$ cat config.mk
export PLATFORM = sky130hd
export DESIGN_NAME = uart_rx
export DESIGN_NICKNAME = d
export VERILOG_FILES = /design/src/rtl/uart_pkg.sv /design/src/rtl/uart_rx_sync_2ff.sv /design/src/rtl/uart_rx.sv
export SDC_FILE = /design/constraint.sdc
export NUM_CORES = 1
export LEC_CHECK = 0
export ABC_CLOCK_PERIOD_IN_PS = 2040
export BUFFER_PORTS_ARGS = -buffer_cell sky130_fd_sc_hd__buf_4
export CAP_MARGIN = 40
export CORE_MARGIN = 5
export CORE_UTILIZATION = 45
export DETAILED_ROUTE_END_ITERATION = 10
export GPL_TIMING_DRIVEN = 0
export SETUP_SLACK_MARGIN = 0.3
export SLEW_MARGIN = 40
export SYNTH_ARGS = -nofsm -noshare
export SYNTH_HDL_FRONTEND = slang
export SYNTH_SLANG_ARGS = --single-unit
$ cat constraint.sdc
create_clock -name clk -period 2.04 [get_ports clk]
set_input_delay 0.612 -clock clk [delete_from_list [all_inputs] [get_ports clk]]
set_output_delay 0.612 -clock clk [all_outputs]
set_load 0.01 [all_outputs]
$ cat src/rtl/uart_pkg.sv
// Shared UART definitions: frame state encoding and baud divisor helper.
// Used by both uart_rx and uart_tx.
package uart_pkg;

    typedef enum logic [2:0] {
        IDLE,
        START,
        DATA,
        STOP,
        WAIT_IDLE
    } uart_state_t;

    // Integer clocks per bit; legal results are 4..65535.
    function automatic int unsigned clks_per_bit(input int unsigned clk_freq,
                                                 input int unsigned baud_rate);
        return clk_freq / baud_rate;
    endfunction

endpackage

$ cat src/rtl/uart_rx_sync_2ff.sv
// Parameterizable two-flop synchronizer with a configurable reset value.
module sync_2ff #(
    parameter int unsigned          WIDTH     = 1,
    parameter logic [WIDTH-1:0]     RESET_VAL = '0
) (
    input  logic             i_clk,
    input  logic             i_reset,
    input  logic [WIDTH-1:0] i_d,
    output logic [WIDTH-1:0] o_q
);

    logic [WIDTH-1:0] r_meta;
    logic [WIDTH-1:0] r_sync;

    always_ff @(posedge i_clk) begin
        if (i_reset) begin
            r_meta <= RESET_VAL;
            r_sync <= RESET_VAL;
        end else begin
            r_meta <= i_d;
            r_sync <= r_meta;
        end
    end

    assign o_q = r_sync;

endmodule

$ cat src/rtl/uart_rx.sv
// 8N1 UART receiver with mid-bit sampling timed from the start-bit edge.
// Optional frame_err output is enabled by defining UART_RX_FRAME_ERR_EN.
module uart_rx
    import uart_pkg::*;
#(
    parameter int unsigned CLK_FREQ  = 100_000_000,
    parameter int unsigned BAUD_RATE = 115200
) (
    input  logic       clk,
    input  logic       reset,
    input  logic       rx,
    output logic [7:0] data,
    output logic       valid,
`ifdef UART_RX_FRAME_ERR_EN
    output logic       frame_err,
`endif
    output logic       busy
);

    localparam int unsigned CLKS_PER_BIT = clks_per_bit(CLK_FREQ, BAUD_RATE);
    localparam logic [15:0] BIT_LAST     = 16'(CLKS_PER_BIT - 1);
    localparam logic [15:0] HALF_LAST    = 16'(CLKS_PER_BIT / 2 - 1);

    logic        w_rx_s;
    uart_state_t r_state,     w_state_nxt;
    logic [15:0] r_clk_count, w_count_nxt;
    logic [2:0]  r_bit_index, w_index_nxt;
    logic [7:0]  r_shift,     w_shift_nxt;
    logic [7:0]  r_data,      w_data_nxt;
    logic        r_valid,     w_valid_nxt;
`ifdef UART_RX_FRAME_ERR_EN
    logic        r_frame_err, w_ferr_nxt;
`endif

    // Synchronizer idles high so reset never looks like a start bit.
    sync_2ff #(
        .WIDTH     (1),
        .RESET_VAL (1'b1)
    ) u_sync (
        .i_clk   (clk),
        .i_reset (reset),
        .i_d     (rx),
        .o_q     (w_rx_s)
    );

    always_ff @(posedge clk) begin
        if (reset) begin
            r_state     <= IDLE;
            r_clk_count <= '0;
            r_bit_index <= '0;
            r_shift     <= '0;
            r_data      <= '0;
            r_valid     <= 1'b0;
`ifdef UART_RX_FRAME_ERR_EN
            r_frame_err <= 1'b0;
`endif
        end else begin
            r_state     <= w_state_nxt;
            r_clk_count <= w_count_nxt;
            r_bit_index <= w_index_nxt;
            r_shift     <= w_shift_nxt;
            r_data      <= w_data_nxt;
            r_valid     <= w_valid_nxt;
`ifdef UART_RX_FRAME_ERR_EN
            r_frame_err <= w_ferr_nxt;
`endif
        end
    end

    always_comb begin
        w_state_nxt = r_state;
        w_count_nxt = r_clk_count;
        w_index_nxt = r_bit_index;
        w_shift_nxt = r_shift;
        w_data_nxt  = r_data;
        w_valid_nxt = 1'b0;
`ifdef UART_RX_FRAME_ERR_EN
        w_ferr_nxt  = 1'b0;
`endif
        case (r_state)
            IDLE: begin
                if (!w_rx_s) begin
                    w_state_nxt = START;
                    w_count_nxt = '0;
                end
            end
            START: begin
                if (r_clk_count == HALF_LAST) begin
                    w_count_nxt = '0;
                    w_index_nxt = '0;
                    if (!w_rx_s) begin
                        w_state_nxt = DATA;
                    end else begin
                        w_state_nxt = IDLE;
`ifdef UART_RX_FRAME_ERR_EN
                        w_ferr_nxt  = 1'b1;
`endif
                    end
                end else begin
                    w_count_nxt = r_clk_count + 16'd1;
                end
            end
            DATA: begin
                if (r_clk_count == BIT_LAST) begin
                    w_shift_nxt[r_bit_index] = w_rx_s;
                    w_count_nxt = '0;
                    w_index_nxt = r_bit_index + 3'd1;
                    if (r_bit_index == 3'd7) begin
                        w_state_nxt = STOP;
                    end
                end else begin
                    w_count_nxt = r_clk_count + 16'd1;
                end
            end
            STOP: begin
                // Leaving at mid stop bit leaves room to catch an immediate next start.
                if (r_clk_count == BIT_LAST) begin
                    w_count_nxt = '0;
                    if (w_rx_s) begin
                        w_data_nxt  = r_shift;
                        w_valid_nxt = 1'b1;
                        w_state_nxt = IDLE;
                    end else begin
                        w_state_nxt = WAIT_IDLE;
`ifdef UART_RX_FRAME_ERR_EN
                        w_ferr_nxt  = 1'b1;
`endif
                    end
                end else begin
                    w_count_nxt = r_clk_count + 16'd1;
                end
            end
            WAIT_IDLE: begin
                if (w_rx_s) begin
                    w_state_nxt = IDLE;
                end
            end
            default: begin
                w_state_nxt = IDLE;
                w_count_nxt = '0;
            end
        endcase
    end

    assign data  = r_data;
    assign valid = r_valid;
    assign busy  = (r_state != IDLE);
`ifdef UART_RX_FRAME_ERR_EN
    assign frame_err = r_frame_err;
`endif

endmodule

==> summary.md, run 1 <==
| Metric | Value |
|---|---|
| Outcome | finished, violations left |
| Failing checks | negative setup slack |
| # IOs | 13 |
| Leakage | 0.936 nW |
| Worst setup EP type | register |
| Post-CTS Hold Fix Bufs | 0 |
| Final Cycle Share | 1.08 |
| R2R Path End | r_state[2] |
| GR Util All Layers | 0.169 |
| Sequential Power Share | 0.405 |
| CTS max path bufs | 2 |
| Max Cap Viol | 0 |
| Net count after synthesis | 224 |
| Maximum number of pins on one net before global-route repair | 15 |
| Skew final | 5.45 ps |
| Crit Reg-Reg Startpoint | r_clk_count[10] |
| Ys async rst share | 0 |
| Post-placement setup slack | -602 ps |
| Vias in the first global route | 1,624 |
| Drt drc | 0 |
| # H-tree levels | 2 |
| Switching Fraction | 0.310 |
| Synthesized area per cell | 8.84 um2 |
| Initial DRC count | 92 |
| Drt pass-1 iters | 4 |
| IO Port Bufs | 11 |
| Power Density | 810 nW/um2 |
| Initial Utilization | 0.473 |
| Global-route wire length before repair | 7380 um |
| Switch Pwr | 0.659 mW |
| Final setup violation count | 27 |
| Antenna Cells | 0 |
| Routed wire per std cell | 15.1 um |
| CTS buffer count | 5 |
| Dpl cell area | 2070 um2 |
| Clock Latency Late Sink | 300 ps |
| P&R area growth vs syn | 37.0% |
| Syn. warnings | 0 |
| Worst-path clk slew | 80 ps |
| Vias per cell | 5.52 |
| DIE HEIGHT | 75.3 um |
| Fmax | 452 MHz |
| CTS root buffer | clkbuf_8 |
| Worst R2R Path Depth | 6 |
| Post-route setup slack | -170 ps |
| Post-DP HPWL | 2790 um |
| Nets | 262 |
| Startpoint Class | register |
| Hold path start | u_sync.r_meta |
| Fin. Hold Viols | 0 |
| Global placement routability congestion | 0.849 |
| Internal power | 1.47 mW |
| Hold crit path type | register to register |
| Worst-margin pin slew | 602 ps |
| Critical path fanouts, max | 5 |
| Clock period minus worst slack | 2210 ps |
| RSZ-0062 raised after global routing | true |
| Mapped Cells | 217 |
| Number of flops mapped to enable cells by yosys | 0 |
| Req. time, crit path | 2230 ps |
| Layout cells sized above 1 | 0.355 |
| Final ANT Viol Nets | 0 |
| Yosys cell types | 40 |
| Vias after detailed routing | 1,689 |
| Post-synthesis sequential area ratio | 0.428 |
| Synth Flop Type | dfxtp_1 |
| Pins over their slew limit | 0 |
| Arrival time worst endpoint | 2400 ps |
| Kind of critical path | register to register |
| Final WL | 4630 um |
| Global route total overflow | 0 |
| TNS Setup | -2340 ps |
| CTS tree | yes |
| Die Span X | 75.3 um |
| Combinational power share | 0.286 |
| Slew HR | 0.598 |
| #FFs+latches synth | 41 |
| Initial antenna violation count | 0 |
| End point of the worst hold path | u_sync.o_q |
| Worst hold stages | 1 |
| Max rail drop VDD | 0.417 mV |
| Clock Sinks | 41 |
| Util after Layout | 0.648 |
| Post-layout instance area | 2630 um2 |
| Mapped Area | 1920 um2 |
| Clock share of power | 0.309 |
| Row cnt | 23 |
| CORE AREA | 4060 um2 |
| Die area | 5670 um2 |
| R2R Setup Slk | -170 ps |
power by group through the flow:
stage,logic (mW),registers (mW),clock network (mW)
final,0.608,0.863,0.658
after global routing,0.649,0.867,0.712
after CTS,0.419,0.856,0.674
after detailed placement,0.311,0.874,0
after global placement,0.312,0.877,0
after floorplan,0.234,0.867,0
placed cells by master (no fill, tap or decap), types with 5 or more instances in the layout:
cell	instances
xor2_1	10
mux2i_1	17
clkbuf_8	5
nor2_2	9
nor4_4	5
nand2_1	14
buf_6	8
nand3_1	11
nor2_4	7
nand4_1	9
nor2_1	23
dfxtp_1	37
buf_4	22
inv_1	7
registers in the layout, indices dropped and copies added (netlist names):
signal	count
r_clk_count	16
data	8
r_shift	8
r_bit_index	3
r_state	3
u_sync.o_q	1
u_sync.r_meta	1
valid	1
worst max-delay path, cell delays in order (launching register included):
cell	delay [ps]
dfxtp_2	340
or4_4	540
buf_8	160
nor4_4	370
nor2_4	100
or2_1	250
o311a_1	350
synth_stat cells, types with 4 or more instances:
| master | number | share of area |
|---|---|---|
| inv_1 | 7 | 0.014 |
| xnor2_1 | 4 | 0.018 |
| clkbuf_1 | 6 | 0.012 |
| nor4_1 | 6 | 0.020 |
| nor3_1 | 5 | 0.013 |
| nand2_1 | 14 | 0.027 |
| nor2_1 | 39 | 0.076 |
| dfxtp_1 | 41 | 0.43 |
| xor2_1 | 10 | 0.046 |
| a21oi_1 | 6 | 0.016 |
| nand4_1 | 9 | 0.029 |
| or2_2 | 4 | 0.013 |
| nand3_1 | 11 | 0.029 |
| ha_1 | 4 | 0.026 |
| mux2i_1 | 17 | 0.089 |
stage by stage:
stage                     cells  hold slack, ps  power [mW]
final                       306             424        2.13
after global routing        306             442        2.23
after CTS                   300             430        1.95
after detailed placement    278             407        1.18
after global placement      278             406        1.19
after floorplan             217             389        1.10
area by class of cell:
type                       instances  area [um2]
multi-input combinational        162        1270
timing repair buffer              31         284
clock inverter                     3        46.3
clock buffer                       5        68.8
sequential                        41         828
buffer                             7        46.3
tap                               50        62.6
inverter                           7        26.3
fill                             344        1430
kinds of logic after synthesis:
group,count (synthesis),synth area share
and+or+nand+nor,107,0.299
muxes,17,0.0887
AOI/OAI and AO/OA,20,0.0671
DFF,41,0.428
xor gates and xnor gates,14,0.0639
buffers and inverters,14,0.0280
adders and majority gates,4,0.0261
how the worst max path moves through the flow:
| stage | from | cells after the start | slack, ps | end |
|---|---|---|---|---|
| CTS | r_clk_count[2] | 6 | -210 | data[5] |
| global placement | r_clk_count[10] | 7 | -600 | r_clk_count[11] |
| detailed placement | r_clk_count[10] | 7 | -600 | r_clk_count[11] |
| floorplan | r_clk_count[15] | 5 | -190 | data[0] |
| finish | r_clk_count[10] | 6 | -170 | r_state[2] |
| global route | r_clk_count[2] | 6 | -240 | data[2] |
what timing repair did:
action | in CTS | in global routing
pin swaps | 10 | 27
setup buffers | 13 | 6
resized for setup | 24 | 45
endpoints found under the setup margin | 40 | 40
cloned | 1 | 0
metal layers:
metal | share of wire | wire length, um | global-route usage
met2 | 0.48 | 2200 | 0.257
met1 | 0.48 | 2200 | 0.227
met4 | 0.019 | 86 | 0.0680
met3 | 0.030 | 139 | 0.0449
met5 | 0 | 0 | 0
(Power assumes the default switching activity.)
==> run 2, diff against run 1 <==
Settings changed: CORE_UTILIZATION 45 to 30, CTS_CLUSTER_SIZE set to 28.
==> run 2 against run 1 <==
The run still ends with negative setup slack left. Worst setup slack better by 21 ps. Flip-flop and latch count unchanged. Clock skew down 0.56 ps. Highest routed layer unchanged. Design area up 1.1%. Utilization down 22 points. Maximum frequency up 0.98%. Die area up 43%. Non-clock buffer count up 5. Register-to-register slack better by 20 ps.
==> summary.md, run 2 (same netlist as run 1, synthesis figures left out) <==
| Metric | Value |
|---|---|
| Worst setup EP type | register |
| Global placement routability congestion | 0.837 (-1.5%) |
| IO Port Bufs | 11 (unchanged) |
| Clock share of power | 0.313 (+0.004) |
| Req. time, crit path | 2290 ps (+60 ps) |
| TNS Setup | -2730 ps (-394 ps) |
| Initial Utilization | 0.306 (-0.167) |
| Fin. Hold Viols | 0 (unchanged) |
| Post-layout instance area | 2660 um2 (+1.1%) |
| Switching Fraction | 0.306 (-0.00380) |
| Commonest non-fill, non-tap cell in the layout | dfxtp_1 |
| Max rail drop VDD | 0.487 mV (+17%) |
| Failing checks | negative setup slack |
| Initial antenna violation count | 0 (unchanged) |
| CTS tree | yes |
| Outcome | finished, violations left |
| Critical path fanouts, max | 4 (-1) |
| Final cell count without fillers | 338 (+10%) |
| Sequential Power Share | 0.401 (-0.004) |
| Commonest cells after routing, fill and taps aside | 37 x dfxtp_1, 30 x buf_4, 29 x nor2_1, 17 x mux2i_1, 14 x nand2_1 |
| Clock Latency Late Sink | 300 ps (about the same) |
| GR Util All Layers | 0.109 (-0.0596) |
| Kind of critical path | register to register |
| Vias in the first global route | 1,594 (-1.8%) |
| Worst-margin pin slew | 602 ps (-0.0988 ps) |
| Row cnt | 29 (+26%) |
| Crit Reg-Reg Startpoint | r_clk_count[2] |
| CORE AREA | 6280 um2 (+55%) |
| Drt pass-1 iters | 4 (unchanged) |
| Max Cap Viol | 0 (unchanged) |
| Crit-path cells | or4_4 -> buf_4 -> nor4_4 -> buf_4 -> a21oi_2 -> o41ai_2 -> o311a_1 |
| Post-placement setup slack | -687 ps (-85.2 ps) |
| Startpoint Class | register |
| Hold crit path type | register to register |
| Combinational power share | 0.286 (about the same) |
| CTS max path bufs | 2 (unchanged) |
| Dpl cell area | 2100 um2 (+1.3%) |
| Die Span X | 90.0 um (+19%) |
| Total of fill cells in the finished design | 618 (+80%) |
| Skew final | 4.90 ps (-0.555 ps) |
| Post-route setup slack | -149 ps (+21.4 ps) |
| Crit path max-delay cell type | or4_4 |
| Util after Layout | 0.423 (-0.224) |
| CTS buffer count | 5 (unchanged) |
| Routed wire per std cell | 14.1 um (-6.7%) |
| Internal power | 1.49 mW (+1.5%) |
| Vias per cell | 5.00 (-9.5%) |
| Worst Setup SP | r_clk_count[2] |
| Global route total overflow | 0 (unchanged) |
| Final Cycle Share | 1.07 (-0.0105) |
| Initial DRC count | 137 (+49%) |
| Fmax | 457 MHz (+0.98%) |
| Post-DP HPWL | 2840 um (+1.9%) |
| Die area | 8100 um2 (+43%) |
| Worst-path clk slew | 90 ps (about the same) |
| Maximum number of pins on one net before global-route repair | 15 (unchanged) |
| Vias after detailed routing | 1,689 (unchanged) |
| Leakage | 0.981 nW (+4.8%) |
| P&R area growth vs syn | 38.5% |
| Layout cells sized above 1 | 0.330 (-0.0260) |
| Arrival time worst endpoint | 2440 ps (+40 ps) |
| Nets | 267 (+1.9%) |
| # IOs | 13 (unchanged) |
| CTS root buffer | clkbuf_8 |
| Biggest register | r_clk_count |
| Final ANT Viol Nets | 0 (unchanged) |
| CP max stage delay | 560 ps (+20 ps) |
| Drt drc | 0 (unchanged) |
| # H-tree levels | 2 (unchanged) |
| Switch Pwr | 0.658 mW (-0.25%) |
| Hold path start | u_sync.r_meta |
| Power Density | 809 nW/um2 (-0.11%) |
| Final WL | 4770 um (+3.0%) |
| Placed Cells | 305 (+9.7%) |
| Clock period minus worst slack | 2190 ps (-21.4 ps) |
| Pins over their slew limit | 0 (unchanged) |
| Final setup violation count | 30 (+11%) |
| Slew HR | 0.598 (about the same) |
| Most frequent cell on the critical path | buf_4 |
| Global-route wire length before repair | 7420 um (+0.65%) |
| DIE HEIGHT | 90.0 um (+19%) |
| Antenna Cells | 0 (unchanged) |
| Clock Sinks | 41 (unchanged) |
| RSZ-0062 raised after global routing | true |
| Max FFs per register | 16 (unchanged) |
run 2: cell count changes in the layout (fill, tap and decap cells not counted), sizes merged:
cell,change
buf,+4
clkbuf,+1
run 2: power groups by stage:
stage | sequential, mW | clock (mW) | combinational, mW
2_1_floorplan | 0.867 | 0 | 0.234
3_3_place_gp | 0.876 | 0 | 0.315
3_5_place_dp | 0.876 | 0 | 0.317
4_1_cts | 0.857 | 0.693 | 0.451
5_1_grt | 0.867 | 0.723 | 0.654
6_report | 0.861 | 0.674 | 0.614
run 2: final timing paths:
check                                  end  slack, ps  cells after the start
worst max register to register  r_state[2]       -150                      7
worst max-delay path            r_state[2]       -150                      7
worst min register to register  u_sync.o_q        420                      1
worst min-delay path            u_sync.o_q        420                      1
run 2: worst max-delay path: cells and delay by family (launching register included):
kind / cells / cell delay, ps
compound gates: 3 / 590
simple gates: 2 / 850
flops: 1 / 350
buf+inv: 2 / 350
run 2: cell type report:
type,count,area (um2),area share
Tap cell,77,96.3,0.0363
Timing Repair Buffer,36,310,0.117
Clock inverter,3,46.3,0.0174
Buffer,7,48.8,0.0184
Multi-Input combinational cell,162,1230,0.463
Sequential cell,41,831,0.313
Inverter,7,26.3,0.00989
Clock buffer,5,68.8,0.0259
run 2: stage by stage:
stage,total power [mW],hold slack [ps]
6_report,2.15,420
5_1_grt,2.24,440
4_1_cts,2.00,424
3_5_place_dp,1.19,401
3_3_place_gp,1.19,402
2_1_floorplan,1.10,389
run 2: routing by layer:
metal / part of all wire / up-vias / wire length (um) / track usage
li1: - / 854 / - / -
met1: 0.48 / 796 / 2280 / 0.150
met2: 0.47 / 31 / 2240 / 0.163
met3: 0.033 / 8 / 157 / 0.0250
met4: 0.020 / 0 / 96 / 0.0459
met5: 0 / - / 0 / 0
run 2: what timing repair did:
action | in CTS | in global routing
gates cloned | 0 | 1
pin swaps | 14 | 24
hold buffers | 0 | 0
endpoints found under the setup margin | 40 | 40
resized for setup | 27 | 30
buffers inserted | 15 | 9
==> run 3, diff against run 2 <==
Settings changed: CORE_MARGIN 5 to 2.
==> run 3 against run 2 <==
The run still ends with negative setup slack left. Total power up 0.17%. Register-to-register slack about the same. Cell count down 0.59%. First-iteration DRC count down 15%. Via count up 0.59%. Largest power group unchanged. Non-clock buffer count down 2. Critical path type unchanged. Combinational power down 3.7%.
==> summary.md, run 3 (same netlist as run 1, synthesis figures left out) <==
| Metric | Value |
|---|---|
| Drt drc | 0 (unchanged) |
| Fmax | 454 MHz (-0.57%) |
| RSZ-0062 raised after global routing | true |
| GR Util All Layers | 0.124 (+0.0154) |
| Internal power | 1.51 mW (+0.91%) |
| Req. time, crit path | 2270 ps (-20 ps) |
| Vias per cell | 5.06 (+1.2%) |
| Worst setup EP type | register |
| Kind of critical path | register to register |
| Crit Reg-Reg Startpoint | r_clk_count[10] |
| Worst hold stages | 1 (unchanged) |
| Fin. Hold Viols | 0 (unchanged) |
| CP max stage delay | 540 ps (-20 ps) |
| R2R Setup Slk | -160 ps (about the same) |
| Worst-margin pin slew | 625 ps (+23.4 ps) |
| Crit-path cells | or4_4 -> buf_8 -> nor4_4 -> nor2_4 -> buf_4 -> or3_1 -> a21oi_1 |
| Switch Pwr | 0.648 mW (-1.5%) |
| Nets | 265 (-0.75%) |
| Clock Latency Late Sink | 290 ps (about the same) |
| Initial DRC count | 116 (-15%) |
| Layout cells sized above 1 | 0.320 (-0.00904) |
| Global placement routability congestion | 0.843 (+0.81%) |
| Combinational power share | 0.274 (-0.012) |
| Multi-input gate area in the final layout | 1250 um2 (+2.0%) |
| Arrival time worst endpoint | 2430 ps (about the same) |
| Final WL | 4890 um (+2.4%) |
| Drt pass-1 iters | 4 (unchanged) |
| Worst-path clk slew | 80 ps (about the same) |
| FF+latch area | 832 um2 (+0.15%) |
| Switching Fraction | 0.301 (-0.00515) |
| IO Port Bufs | 11 (unchanged) |
| CTS tree | yes |
| CTS root buffer | clkbuf_8 |
| Hold crit path type | register to register |
| Initial Utilization | 0.306 (unchanged) |
| Pins over their slew limit | 0 (unchanged) |
| Clock share of power | 0.322 (+0.009) |
| Final ANT Viol Nets | 0 (unchanged) |
| DIE HEIGHT | 84.0 um (-6.7%) |
| P&R area growth vs syn | 39.2% |
| Biggest register | r_clk_count |
| Initial antenna violation count | 0 (unchanged) |
| Routed wire per std cell | 14.5 um (+3.0%) |
| R2R Path End | r_bit_index[2] |
| Row cnt | 29 (unchanged) |
| Skew final | 5.79 ps (+0.892 ps) |
| Final cell count without fillers | 336 (-0.59%) |
| End point of the worst hold path | u_sync.o_q |
| Global route total overflow | 0 (unchanged) |
| Die Span X | 84.0 um (-6.7%) |
| Maximum number of pins on one net before global-route repair | 14 (-1) |
| Max Cap Viol | 0 (unchanged) |
| Critical path fanouts, max | 5 (+1) |
| Post-DP HPWL | 2730 um (-4.0%) |
| CTS buffer count | 5 (unchanged) |
| Sequential Power Share | 0.404 (+0.003) |
| Outcome | finished, violations left |
| Final setup violation count | 33 (+10%) |
| Dpl cell area | 2100 um2 (+0.30%) |
| Failing checks | negative setup slack |
| Leakage | 0.996 nW (+1.4%) |
| Antenna Cells | 0 (unchanged) |
| Worst R2R Path Depth | 7 (unchanged) |
| Clock period minus worst slack | 2200 ps (+12.5 ps) |
| Max rail drop VDD | 0.531 mV (+8.9%) |
| Die area | 7050 um2 (-13%) |
| Vias after detailed routing | 1,699 (+0.59%) |
| Power Density | 806 nW/um2 (-0.39%) |
| # IOs | 13 (unchanged) |
| CTS max path bufs | 2 (unchanged) |
| WHS | 422 ps (+1.17 ps) |
| Hold path start | u_sync.r_meta |
| Post-layout instance area | 2670 um2 (+0.56%) |
| Final Cycle Share | 1.08 (+0.00612) |
| Startpoint Class | register |
| Total of fill cells in the finished design | 589 (-4.7%) |
| Slew HR | 0.580 (-0.0182) |
| CORE AREA | 6280 um2 (unchanged) |
| Max FFs per register | 16 (unchanged) |
| Vias in the first global route | 1,542 (-3.3%) |
| Placed Cells | 305 (unchanged) |
| Commonest cells after routing, fill and taps aside | 36 x nor2_1, 36 x dfxtp_1, 27 x buf_4, 16 x mux2i_1, 14 x nand2_1 |
| # H-tree levels | 2 (unchanged) |
| Global-route wire length before repair | 7310 um (-1.6%) |
| Crit path max-delay cell type | or4_4 |
| Clock Sinks | 41 (unchanged) |
| Post-route setup slack | -161 ps (-12.5 ps) |
[run 3: changes by cell type in the layout (fill, tap and decap cells not counted), moves of 3 or more]
cell    previous run  this run
nor2_1            29        36
nor2_2             6         0
buf_4             30        27
buf_6              5         8
[run 3: layer usage]
layer / wire length (um) / global-route usage / share of wire
met1: 2330 / 0.183 / 0.48
met2: 2350 / 0.181 / 0.48
met3: 173 / 0.0247 / 0.035
met4: 36 / 0.0396 / 0.0074
met5: 0 / 0 / 0
[run 3: cell type report]
class                   count  area share
plain buffers               7      0.0183
clock buffers               6      0.0309
clock inverters             2      0.0140
inverters                   7     0.00983
multi-input cells         162       0.470
flip-flops and latches     41       0.311
well taps                  77      0.0360
repair buffers             34       0.110
[run 3: power groups by stage]
stage          clock (mW)  combinational [mW]  sequential, mW
2_1_floorplan           0               0.234           0.867
3_3_place_gp            0               0.310           0.875
3_5_place_dp            0               0.313           0.876
4_1_cts             0.711               0.387           0.858
5_1_grt             0.748               0.635           0.872
6_report            0.693               0.591           0.870
[run 3: how the worst max path moves through the flow]
stage / slack, ps / start / end
6_report: -160 / r_clk_count[10] / r_bit_index[2]
5_1_grt: -220 / r_clk_count[10] / r_clk_count[12]
4_1_cts: -180 / r_clk_count[2] / data[1]
3_3_place_gp: -620 / r_clk_count[10] / r_clk_count[7]
2_1_floorplan: -190 / r_clk_count[15] / data[0]
3_5_place_dp: -600 / r_clk_count[10] / r_clk_count[4]
[run 3: worst max-delay path, delay by kind of cell (launching register included)]
family	cells	cell delay, ps
buf+inv	2	300
simple gates	4	1360
flops	1	360
compound gates	1	120
[run 3: timing repair]
item	CTS	global route
endpoints found under the hold margin	0	0
pin swaps	11	18
hold buffers	0	0
buffers inserted	14	9
setup endpoints to repair	40	40
gates resized for setup	24	36
[run 3: metrics by stage]
stage                     setup slack [ps]  power (mW)  utilization  setup TNS [ps]
after detailed placement              -599        1.19        0.335          -12980
after CTS                             -180        1.96        0.392           -4120
after floorplan                       -189        1.10            -           -3580
after global routing                  -222        2.25        0.426           -6100
after global placement                -616        1.19        0.334          -13130
final                                 -161        2.15        0.426           -3910
